### src/rtl/mixcol_seq_pkg.sv
// Purpose: shared types, widths and GF(2^8) helpers for the column-serial MixColumns sequencer.
// Latency: n/a (package only).
// Backpressure: n/a (package only).
// Contents: FSM state enum, AES width constants, reduction constant, xtime and gf_mul.
package aes_mix_pkg;

  typedef enum logic [1:0] {
    IDLE = 2'd0,
    RUN  = 2'd1,
    DONE = 2'd2
  } mix_state_e;

  localparam int STATE_W = 128;
  localparam int COL_W   = 32;
  localparam int BYTE_W  = 8;
  localparam int NCOL    = 4;

  // Low byte of the AES field polynomial x^8 + x^4 + x^3 + x + 1 (0x11B).
  localparam logic [BYTE_W-1:0] GF_RED = 8'h1B;

  function automatic logic [BYTE_W-1:0] xtime(input logic [BYTE_W-1:0] x);
    return {x[6:0], 1'b0} ^ (x[7] ? GF_RED : 8'h00);
  endfunction

  // Shift-and-add multiply; with a constant b the unused partial products fold away.
  function automatic logic [BYTE_W-1:0] gf_mul(input logic [BYTE_W-1:0] a,
                                               input logic [BYTE_W-1:0] b);
    logic [BYTE_W-1:0] p;
    logic [BYTE_W-1:0] t;
    logic [BYTE_W-1:0] bb;
    p  = '0;
    t  = a;
    bb = b;
    for (int i = 0; i < BYTE_W; i++) begin
      if (bb[0]) p = p ^ t;
      t  = xtime(t);
      bb = bb >> 1;
    end
    return p;
  endfunction

endpackage

### src/rtl/mixcol_seq_if.sv
// Purpose: input/output handshake bundle of the MixColumns sequencer.
// Latency: n/a (wiring only).
// Backpressure: in_valid/in_ready on the input side, out_valid/out_ready on the output side.
// Signals: in_valid, in_ready, Shift_Text, in_bypass, in_inv (MIXCOL_INV_EN only),
//          out_valid, out_ready, Mix_Text, busy. Slave modport is the sequencer side.
interface mixcol_seq_if
  import aes_mix_pkg::*;
  ();

  logic               in_valid;
  logic               in_ready;
  logic [STATE_W-1:0] Shift_Text;
  logic               in_bypass;
`ifdef MIXCOL_INV_EN
  logic               in_inv;
`endif
  logic               out_valid;
  logic               out_ready;
  logic [STATE_W-1:0] Mix_Text;
  logic               busy;

  modport master (
`ifdef MIXCOL_INV_EN
    output in_inv,
`endif
    output in_valid, Shift_Text, in_bypass, out_ready,
    input  in_ready, out_valid, Mix_Text, busy
  );

  modport slave (
`ifdef MIXCOL_INV_EN
    input  in_inv,
`endif
    input  in_valid, Shift_Text, in_bypass, out_ready,
    output in_ready, out_valid, Mix_Text, busy
  );

endinterface

### src/rtl/mixcol_seq_mix_column32.sv
// Purpose: one-column AES MixColumns (forward; inverse too when MIXCOL_INV_EN is defined).
// Latency: purely combinational, zero cycles.
// Backpressure: none; output follows input.
// Ports: col_in (32b, row-0 byte in MSBs), inv (MIXCOL_INV_EN only), col_out (32b).
module mix_column32
  import aes_mix_pkg::*;
(
  input  logic [COL_W-1:0] col_in,
`ifdef MIXCOL_INV_EN
  input  logic             inv,
`endif
  output logic [COL_W-1:0] col_out
);

  logic [BYTE_W-1:0] a0, a1, a2, a3;
  logic [BYTE_W-1:0] k0, k1, k2, k3;

  assign {a0, a1, a2, a3} = col_in;

  // First row of the circulant matrix; later rows are the same row rotated right.
  always_comb begin
    k0 = 8'h02;
    k1 = 8'h03;
    k2 = 8'h01;
    k3 = 8'h01;
`ifdef MIXCOL_INV_EN
    if (inv) begin
      k0 = 8'h0E;
      k1 = 8'h0B;
      k2 = 8'h0D;
      k3 = 8'h09;
    end
`endif
  end

  assign col_out[31:24] = gf_mul(a0, k0) ^ gf_mul(a1, k1) ^ gf_mul(a2, k2) ^ gf_mul(a3, k3);
  assign col_out[23:16] = gf_mul(a0, k3) ^ gf_mul(a1, k0) ^ gf_mul(a2, k1) ^ gf_mul(a3, k2);
  assign col_out[15:8]  = gf_mul(a0, k2) ^ gf_mul(a1, k3) ^ gf_mul(a2, k0) ^ gf_mul(a3, k1);
  assign col_out[7:0]   = gf_mul(a0, k1) ^ gf_mul(a1, k2) ^ gf_mul(a2, k3) ^ gf_mul(a3, k0);

endmodule

### src/rtl/mixcol_seq.sv
// Purpose: column-serial MixColumns sequencer; one shared column mixer, one column per cycle.
// Latency: mixed block spends 4 cycles in RUN before out_valid; bypass block is valid the cycle after accept.
// Backpressure: result held in DONE until out_ready; in_ready low in RUN and in DONE without out_ready.
// Ports: clk, rst (sync, active high), bus (mixcol_seq_if.slave). Optional MIXCOL_INV_EN adds in_inv.
module mixcol_seq
  import aes_mix_pkg::*;
(
  input  logic        clk,
  input  logic        rst,
  mixcol_seq_if.slave bus
);

  mix_state_e         state, state_nxt;
  logic [1:0]         col_cnt;
  logic [STATE_W-1:0] in_reg;
  logic [STATE_W-1:0] out_reg;
  logic [6:0]         col_msb;
  logic [COL_W-1:0]   col_in;
  logic [COL_W-1:0]   col_out;
  logic               in_rdy;
  logic               accept;
`ifdef MIXCOL_INV_EN
  logic               inv_q;
`endif

  // Column c sits at bits [127-32c -: 32].
  assign col_msb = 7'd127 - {col_cnt, 5'd0};
  assign col_in  = in_reg[col_msb -: COL_W];

  // Ready in DONE only when the held result leaves on the same edge.
  assign in_rdy = (state == IDLE) | ((state == DONE) & bus.out_ready);
  assign accept = bus.in_valid & in_rdy;

  assign bus.in_ready  = in_rdy;
  assign bus.out_valid = (state == DONE);
  assign bus.Mix_Text  = out_reg;
  assign bus.busy      = (state != IDLE);

  mix_column32 u_mix (
    .col_in  (col_in),
`ifdef MIXCOL_INV_EN
    .inv     (inv_q),
`endif
    .col_out (col_out)
  );

  always_comb begin
    state_nxt = state;
    if (accept) begin
      state_nxt = bus.in_bypass ? DONE : RUN;
    end else begin
      case (state)
        IDLE:    state_nxt = IDLE;
        RUN:     if (col_cnt == 2'd3) state_nxt = DONE;
        DONE:    if (bus.out_ready) state_nxt = IDLE;
        default: state_nxt = IDLE;
      endcase
    end
  end

  always_ff @(posedge clk) begin
    if (rst) begin
      state   <= IDLE;
      col_cnt <= 2'd0;
      in_reg  <= '0;
      out_reg <= '0;
`ifdef MIXCOL_INV_EN
      inv_q   <= 1'b0;
`endif
    end else begin
      state <= state_nxt;
      if (accept) begin
        in_reg  <= bus.Shift_Text;
        col_cnt <= 2'd0;
`ifdef MIXCOL_INV_EN
        inv_q   <= bus.in_inv;
`endif
        // Bypass fills the whole result at once, so the mixer result is never used.
        if (bus.in_bypass) out_reg <= bus.Shift_Text;
      end else if (state == RUN) begin
        out_reg[col_msb -: COL_W] <= col_out;
        col_cnt                   <= col_cnt + 2'd1;
      end
    end
  end

endmodule

### src/flat_wrapper.sv
// flat-port wrapper written by rule: the top's interface ports become plain ports
module mixcol_seq_flat import aes_mix_pkg::*;
  (clk, rst, bus_in_valid, bus_Shift_Text, bus_in_bypass, bus_out_ready, bus_in_ready, bus_out_valid, bus_Mix_Text, bus_busy);
  mixcol_seq_if bus_i ();
  input  logic clk;
  input  logic rst;
  input wire logic [$bits(bus_i.in_valid)-1:0] bus_in_valid;
  input wire logic [$bits(bus_i.Shift_Text)-1:0] bus_Shift_Text;
  input wire logic [$bits(bus_i.in_bypass)-1:0] bus_in_bypass;
  input wire logic [$bits(bus_i.out_ready)-1:0] bus_out_ready;
  output wire logic [$bits(bus_i.in_ready)-1:0] bus_in_ready;
  output wire logic [$bits(bus_i.out_valid)-1:0] bus_out_valid;
  output wire logic [$bits(bus_i.Mix_Text)-1:0] bus_Mix_Text;
  output wire logic [$bits(bus_i.busy)-1:0] bus_busy;
  assign bus_i.in_valid = bus_in_valid;
  assign bus_i.Shift_Text = bus_Shift_Text;
  assign bus_i.in_bypass = bus_in_bypass;
  assign bus_i.out_ready = bus_out_ready;
  assign bus_in_ready = bus_i.in_ready;
  assign bus_out_valid = bus_i.out_valid;
  assign bus_Mix_Text = bus_i.Mix_Text;
  assign bus_busy = bus_i.busy;
  mixcol_seq u_core (.clk(clk), .rst(rst), .bus(bus_i));
endmodule
### config.mk
export PLATFORM = sky130hd
export DESIGN_NAME = mixcol_seq_flat
export DESIGN_NICKNAME = d
export VERILOG_FILES = /design/src/rtl/mixcol_seq_pkg.sv /design/src/rtl/mixcol_seq_if.sv /design/src/rtl/mixcol_seq_mix_column32.sv /design/src/rtl/mixcol_seq.sv /design/src/flat_wrapper.sv
export SDC_FILE = /design/constraint.sdc
export NUM_CORES = 1
export LEC_CHECK = 0
export ABC_CLOCK_PERIOD_IN_PS = 2500
export BUFFER_PORTS_ARGS = -buffer_cell sky130_fd_sc_hd__clkbuf_2
export CORE_ASPECT_RATIO = 1.25
export CORE_MARGIN = 5
export CORE_UTILIZATION = 45
export CTS_BUF_LIST = sky130_fd_sc_hd__clkbuf_4
export DETAILED_ROUTE_END_ITERATION = 10
export GPL_ROUTABILITY_DRIVEN = 1
export PLACE_DENSITY = 0.78
export SLEW_MARGIN = 20
export SYNTH_ARGS = -nofsm -noshare
export SYNTH_HDL_FRONTEND = slang
export SYNTH_SLANG_ARGS = --single-unit
export TNS_END_PERCENT = 20
### constraint.sdc
create_clock -name clk -period 2.5 [get_ports clk]
set_input_delay 0.25 -clock clk [delete_from_list [all_inputs] [get_ports clk]]
set_output_delay 0.25 -clock clk [all_outputs]
set_load 0.02 [all_outputs]
# Word level (Yosys, flattened, before mapping)

Index checks and enable logic that the tools add are counted.

Output and inout bits: 131
Word-level logic and storage cells: 58
Bits in registers: 260
Input bits: 133

Reductions and logical operators: 6
Bitwise operators: 23
Mux-type cells: 13
$add $sub $neg: 3
Equality and inequality tests: 6
Shift operators: 3

Operator list:

| operator                                               | count |
|---|---|
| two-way mux 128 bit                                    | 3 |
| variable shift 32 x 9 -> 159 bit, first input constant | 1 |
| indexed part select 159 x 8 -> 32 bit                  | 1 |
| indexed part select 32 x 9 -> 159 bit                  | 1 |
| bitwise XOR 8 bit                                      | 17 |
| bitwise mux 128 bit                                    | 1 |
| bitwise XOR 8 x 5 -> 8 bit                             | 3 |
| two-way mux 5 bit                                      | 4 |
| negation 7 -> 9 bit                                    | 1 |
| two-way mux 2 bit                                      | 4 |
| subtractor 7 bit, first input constant                 | 1 |
| == test 2 bit, second input constant                   | 2 |
| one-hot mux 2 bit (2 select lines)                     | 1 |
| AND reduction 2 bit                                    | 2 |
| nonzero test 2 bit                                     | 2 |
| != test 3 x 1 -> 1 bit, second input constant          | 1 |
| != test 3 x 2 -> 1 bit, second input constant          | 1 |
| adder 2 x 1 -> 2 bit, second input constant            | 1 |
| AND 1 bit                                              | 2 |
| == test 2 x 1 -> 1 bit, second input constant          | 1 |
| zero test 2 bit                                        | 1 |
| != test 2 bit, second input constant                   | 1 |
| OR reduction 2 bit                                     | 1 |
| OR 1 bit                                               | 1 |

# Logic depth before layout (Yosys ltp)

Depth in word-level cells: 12
Gate-level depth with buffers: 11
Mapped depth without buffers: 6

# By module

Synthesis repeated with hierarchy kept, for this count alone.

Cells, all modules: 1305
Area total of the unflattened synthesis: 12791.0 um^2

By module, submodules not included:

| module       | instances | sequential area each (um^2) | cells an instance | area an instance (um^2) |
|---|---|---|---|---|
| mixcol_seq   | 1         | 5205.0                      | 1225              | 11519.8 |
| mix_column32 | 1         | 0.0                         | 80                | 1271.2 |

# Worst setup path before layout

Ideal clock, no wire load.

Path type: register -> register
Start point: reg u_core.col_cnt[0]
End point: reg u_core.out_reg[33], in the netlist u_core.bus.Mix_Text[33]
Cell stages (with the launch flop): 8
Arrival time: 2.233 ns
Required time: 2.421 ns
Period minus slack after synthesis: 2.313 ns
Path buffers: 3
Library setup time: 0.079 ns
Slack: 0.187 ns
Path through: dfxtp_1 buf_6 buf_12 mux4_1 buf_2 xor3_1 xnor3_2 a211oi_2

Longest elaborated chain between the ends: 12
Elaborated cells on any way between the ends: 32
Classes of those cells: add/sub: 2; shift: 3; mux: 7; bitwise: 20

RTL lines:

| item                                                            | RTL line                                                     | RTL |
|---|---|---|
| from (decl)                                                     | mixcol_seq.sv:14                                             | `logic [1:0] col_cnt;` |
| from (signal assigned)                                          | mixcol_seq.sv:82                                             | `col_cnt <= col_cnt + 2'd1;` |
| subtractor 7 bit (*)                                            | mixcol_seq.sv:27                                             | `assign col_msb = 7'd127 - {col_cnt, 5'd0};` |
| indexed part select 159 x 8 -> 32 bit                           | mixcol_seq.sv:28                                             | `assign col_in = in_reg[col_msb -: COL_W];` |
| two-way mux 5 bit (on tied branches)                            | -                                                            |  |
| bitwise XOR 8 bit or bitwise XOR 8 x 5 -> 8 bit (tied branches) | -                                                            |  |
| bitwise XOR 8 bit (on tied branches)                            | -                                                            |  |
| bitwise XOR 8 bit (on tied branches) (3 in a row)               | mixcol_seq_mix_column32.sv:39, mixcol_seq_mix_column32.sv:36 |  |
| indexed part select 32 x 9 -> 159 bit                           | mixcol_seq.sv:81                                             | `out_reg[col_msb -: COL_W] <= col_out;` |
| bitwise mux 128 bit (*)                                         | mixcol_seq.sv:81                                             |  |
| two-way mux 128 bit (*)                                         | mixcol_seq.sv:80                                             | `end else if (state == RUN) begin` |
| two-way mux 128 bit (*)                                         | mixcol_seq.sv:72                                             | `if (accept) begin` |
| to (signal assigned)                                            | mixcol_seq.sv:79                                             | `if (bus.in_bypass) out_reg <= bus.Shift_Text;` |
| to (signal, indexed assignment)                                 | mixcol_seq.sv:81                                             |  |
| to (decl)                                                       | mixcol_seq.sv:16                                             | `logic [STATE_W-1:0] out_reg;` |

Mark *: on every way between the ends. The rest lies on a longest branch, timed or not. The select of a mux whose other input is x is not followed.
A chain may end at the register's enable or synchronous reset.

# Worst setup path in the final report

Start point: reg u_core.col_cnt[0]
End point: reg u_core.out_reg[108], in the netlist u_core.bus.Mix_Text[108]

Same word-level chain as after synthesis.

==> run_results.csv <==
group,metric,value,unit
critical_path,cp_max_fo,15,
power,powerDensity,681.9,nW/um^2
cts,h-tree-depth,3,
floorplan,core,31790,sq um
sta,fin_setup_tns,0,ns
yosys,synth_ff_type,"dfxtp_1",
grt,grt_max_degree,145,
final_layout,utilization,59.04,%
routing,drtIter0Drc,2110,
floorplan,start_util,45.45,%
floorplan,die_h,210.3,microns
critical_path,crit_path_top_delay_cell,"mux4_2",
routing,drc,0,
yosys,synth_top_area_share,36.03,%
floorplan,io_pins,264,
grt,track_usage,30.70,%
routing,vias,15300,
sta,drv_slew,0,
yosys,ys_seq_area_share,36.03,%
status,status,"finished, final reports clean",
job,cap_violations,0,
grt,grt_pass1_vias,15190,
routing,routed_wl,57300,microns
routing,wire_per_inst,24.09,microns
yosys,synth_area_leaders,"dfxtp_1 36%, nand2_1 6.9%, o31ai_1 6.0%",
sta,finalCriticalPeriod,2.474,ns
yosys,async_flop_share,0,%
cts,clock-sinks,260,
grt,met3_usage,7.372,%
sta,rsz0062_at_grt,"yes",
sta,max_freq,404.1,MHz
yosys,yosys.area.top_type,"dfxtp_1",
power,p_leak,0.007764,uW
critical_path,critPathLaunchType,"flop",
sta,finClkSkew,0.03937,ns
critical_path,max_stage_delay,0.60,ns
yosys,synthCells,1540,
critical_path,worstPathArrival,3.05,ns
yosys,synth.avg_cell_area,9.381,sq um
min_path,hold_path.class,"input pin to flop",
grt,grt_pass1_wl,86450,microns
cts,cts_tree,"done",
power,max-vdd-ir-drop,0.4713,mV
sta,setup_viol,0,
sta,hold_violations,0,
floorplan,die-area,35810,sq um
critical_path,criticalPathCategory,"flop to flop",
floorplan,die_w,170.3,microns
yosys,synth_cell_types,46,
cts,cts_root_buffer,"clkbuf_4",
routing,via_per_inst,6.433,
yosys,yosysMostFrequentCell,"nand2_1",
sta,worst_pin_slew,0.7709,ns
cts,path_clk_slew,0.07,ns
routing,drtAntennaViolNets,0,
yosys,netlist_area,14450,sq um
grt,use_met2,49.71,%
grt,grt_use_met1,37.64,%
sta,relSlewSlack,48.61,%
sta,timing.final.crit_share,98.97,%
final_layout,final_nets,2060,
routing,drt_first_pass_iters,6,
place,io_buffers,263,
yosys,yosysWarningCount,0,
cts,cts_buffer_depth,3,
grt,grt.overflow.total,0,
yosys,synthTopCellsByCount,"266 x nand2_1, 260 x dfxtp_1, 161 x nand3_1",
yosys,synth-seq-cells,260,
critical_path,crit_path_end_kind,"flop",
grt,antenna_found_initial,4,
yosys,syn_nets,1677,
final_layout,synthToLayoutAreaGrowth,29.91,%
cts,cts_made_buffers,70,
place,dp_hpwl,37500,microns
critical_path,required,3.08,ns
floorplan,core.rowCount,73,
cts,worstSkewPairLatency,0.71,ns
final_layout,drive_gt1_share,28.63,%
critical_path,path_cells,"buf_12 -> buf_4 -> mux4_2 -> xor3_1 -> xnor3_2 -> a211oi_1",
place,gp_congestion,0.9231,
grt,top_usage_layer,"met2",
yosys,synth_edf_count,0,
final_layout,fill_cells,2669,
==> metal layers <==
| layer | routed length, microns | vias up |
|---|---|---|
| met3 | 6838 | 261 |
| met4 | 3554 | 2 |
| met5 | 13 | - |
| li1 | - | 6624 |
| met1 | 20390 | 7175 |
| met2 | 26500 | 1235 |
==> area by class of cell <==
cell class / count / area [sq um] / share of cell area (%)
Inverter: 4 / 16.27 / 0.08667
Antenna cell: 3 / 7.507 / 0.04000
Sequential cell: 260 / 5210 / 27.76
Clock buffer: 96 / 720.7 / 3.840
Clock inverter: 16 / 170.2 / 0.9067
Tap cell: 412 / 515.5 / 2.747
Timing Repair Buffer: 492 / 3626 / 19.32
Multi-Input combinational cell: 1095 / 8501 / 45.30
==> worst max-delay path: cells and delay by family (launching register included) <==
family	cells	cell delay, ns
AO/OA/AOI/OAI	1	0.27
buffers and inverters	2	0.33
XOR/XNOR	2	0.76
multiplexers	1	0.60
flip-flops	1	0.40
==> timing repair <==
| item | in CTS | in global routing |
|---|---|---|
| endpoints found under the setup margin | 9 | 60 |
| hold buffers | 130 | 0 |
| hold endpoints to repair | 244 | 0 |
| resized for setup | 4 | 13 |
| setup buffers | 1 | 10 |
| pin swaps | 0 | 3 |
==> cells in the final DEF (no fill, tap or decap), types with 6 or more instances in the layout <==
master | netlist | routed
a211oi_2 | 21 | 24
nand2_1 | 266 | 265
a41oi_1 | 68 | 68
xor3_1 | 23 | 22
dfxtp_1 | 260 | 258
clkbuf_2 | 0 | 262
o31ai_1 | 116 | 116
nand3_1 | 161 | 160
a21oi_1 | 141 | 137
clkbuf_4 | 0 | 96
a22oi_1 | 52 | 52
buf_12 | 2 | 21
xnor3_1 | 34 | 29
mux4_2 | 27 | 30
nor3_1 | 14 | 14
xnor3_2 | 5 | 10
and3_1 | 9 | 8
a311oi_1 | 12 | 12
a211oi_1 | 36 | 32
buf_4 | 5 | 79
xnor2_2 | 7 | 6
a221oi_1 | 40 | 39
clkinv_1 | 0 | 9
xnor2_1 | 12 | 12
dlygate4sd3_1 | 1 | 130
xor2_1 | 13 | 12
==> metrics by stage <==
stage	hold slack, ns	instance area, sq um	power (uW)	instances	worst slack [ns]
floorplan	0.3860	14450	7213	1540	0.1875
global placement	0.4375	16430	8451	2122	0.02955
detailed placement	0.4442	16430	8523	2122	-0.02382
CTS	0.1338	18630	12670	2365	-0.01194
global route	0.1667	18760	13290	2377	-0.03062
finish	0.1119	18770	12800	2378	0.02564
==> power breakdown <==
part / leakage (uW) / switching (uW) / total, uW / internal [uW]
logic: 0.00510 / 2350 / 3990 / 1640
clock network: 0.000521 / 1850 / 4020 / 2170
registers: 0.00214 / 265 / 4790 / 4530
==> path summary, 6_finish.rpt <==
kind | start | to | cells past startpoint | slack, ns
max | u_core.col_cnt[0]$_SDFFE_PP0P_ | u_core.bus.Mix_Text[108]$_SDFFE_PP0P_ | 6 | 0.03
min | rst | u_core.in_reg[90]$_SDFFE_PP0P_ | 3 | 0.11
max reg2reg | u_core.col_cnt[0]$_SDFFE_PP0P_ | u_core.bus.Mix_Text[108]$_SDFFE_PP0P_ | 6 | 0.03
min reg2reg | u_core.in_reg[46]$_SDFFE_PP0P_ | u_core.in_reg[46]$_SDFFE_PP0P_ | 2 | 0.46
==> logic make-up after synthesis <==
family | share of synthesized area (%)
adder cells (fa/ha/maj) | 0.3465
AND/OR/NAND/NOR | 13.87
buffers and inverters | 6.106
AO/OA/AOI/OAI | 25.15
flip-flops | 36.03
multiplexers | 5.119
XOR/XNOR | 13.38
(Power assumes the default switching activity.)
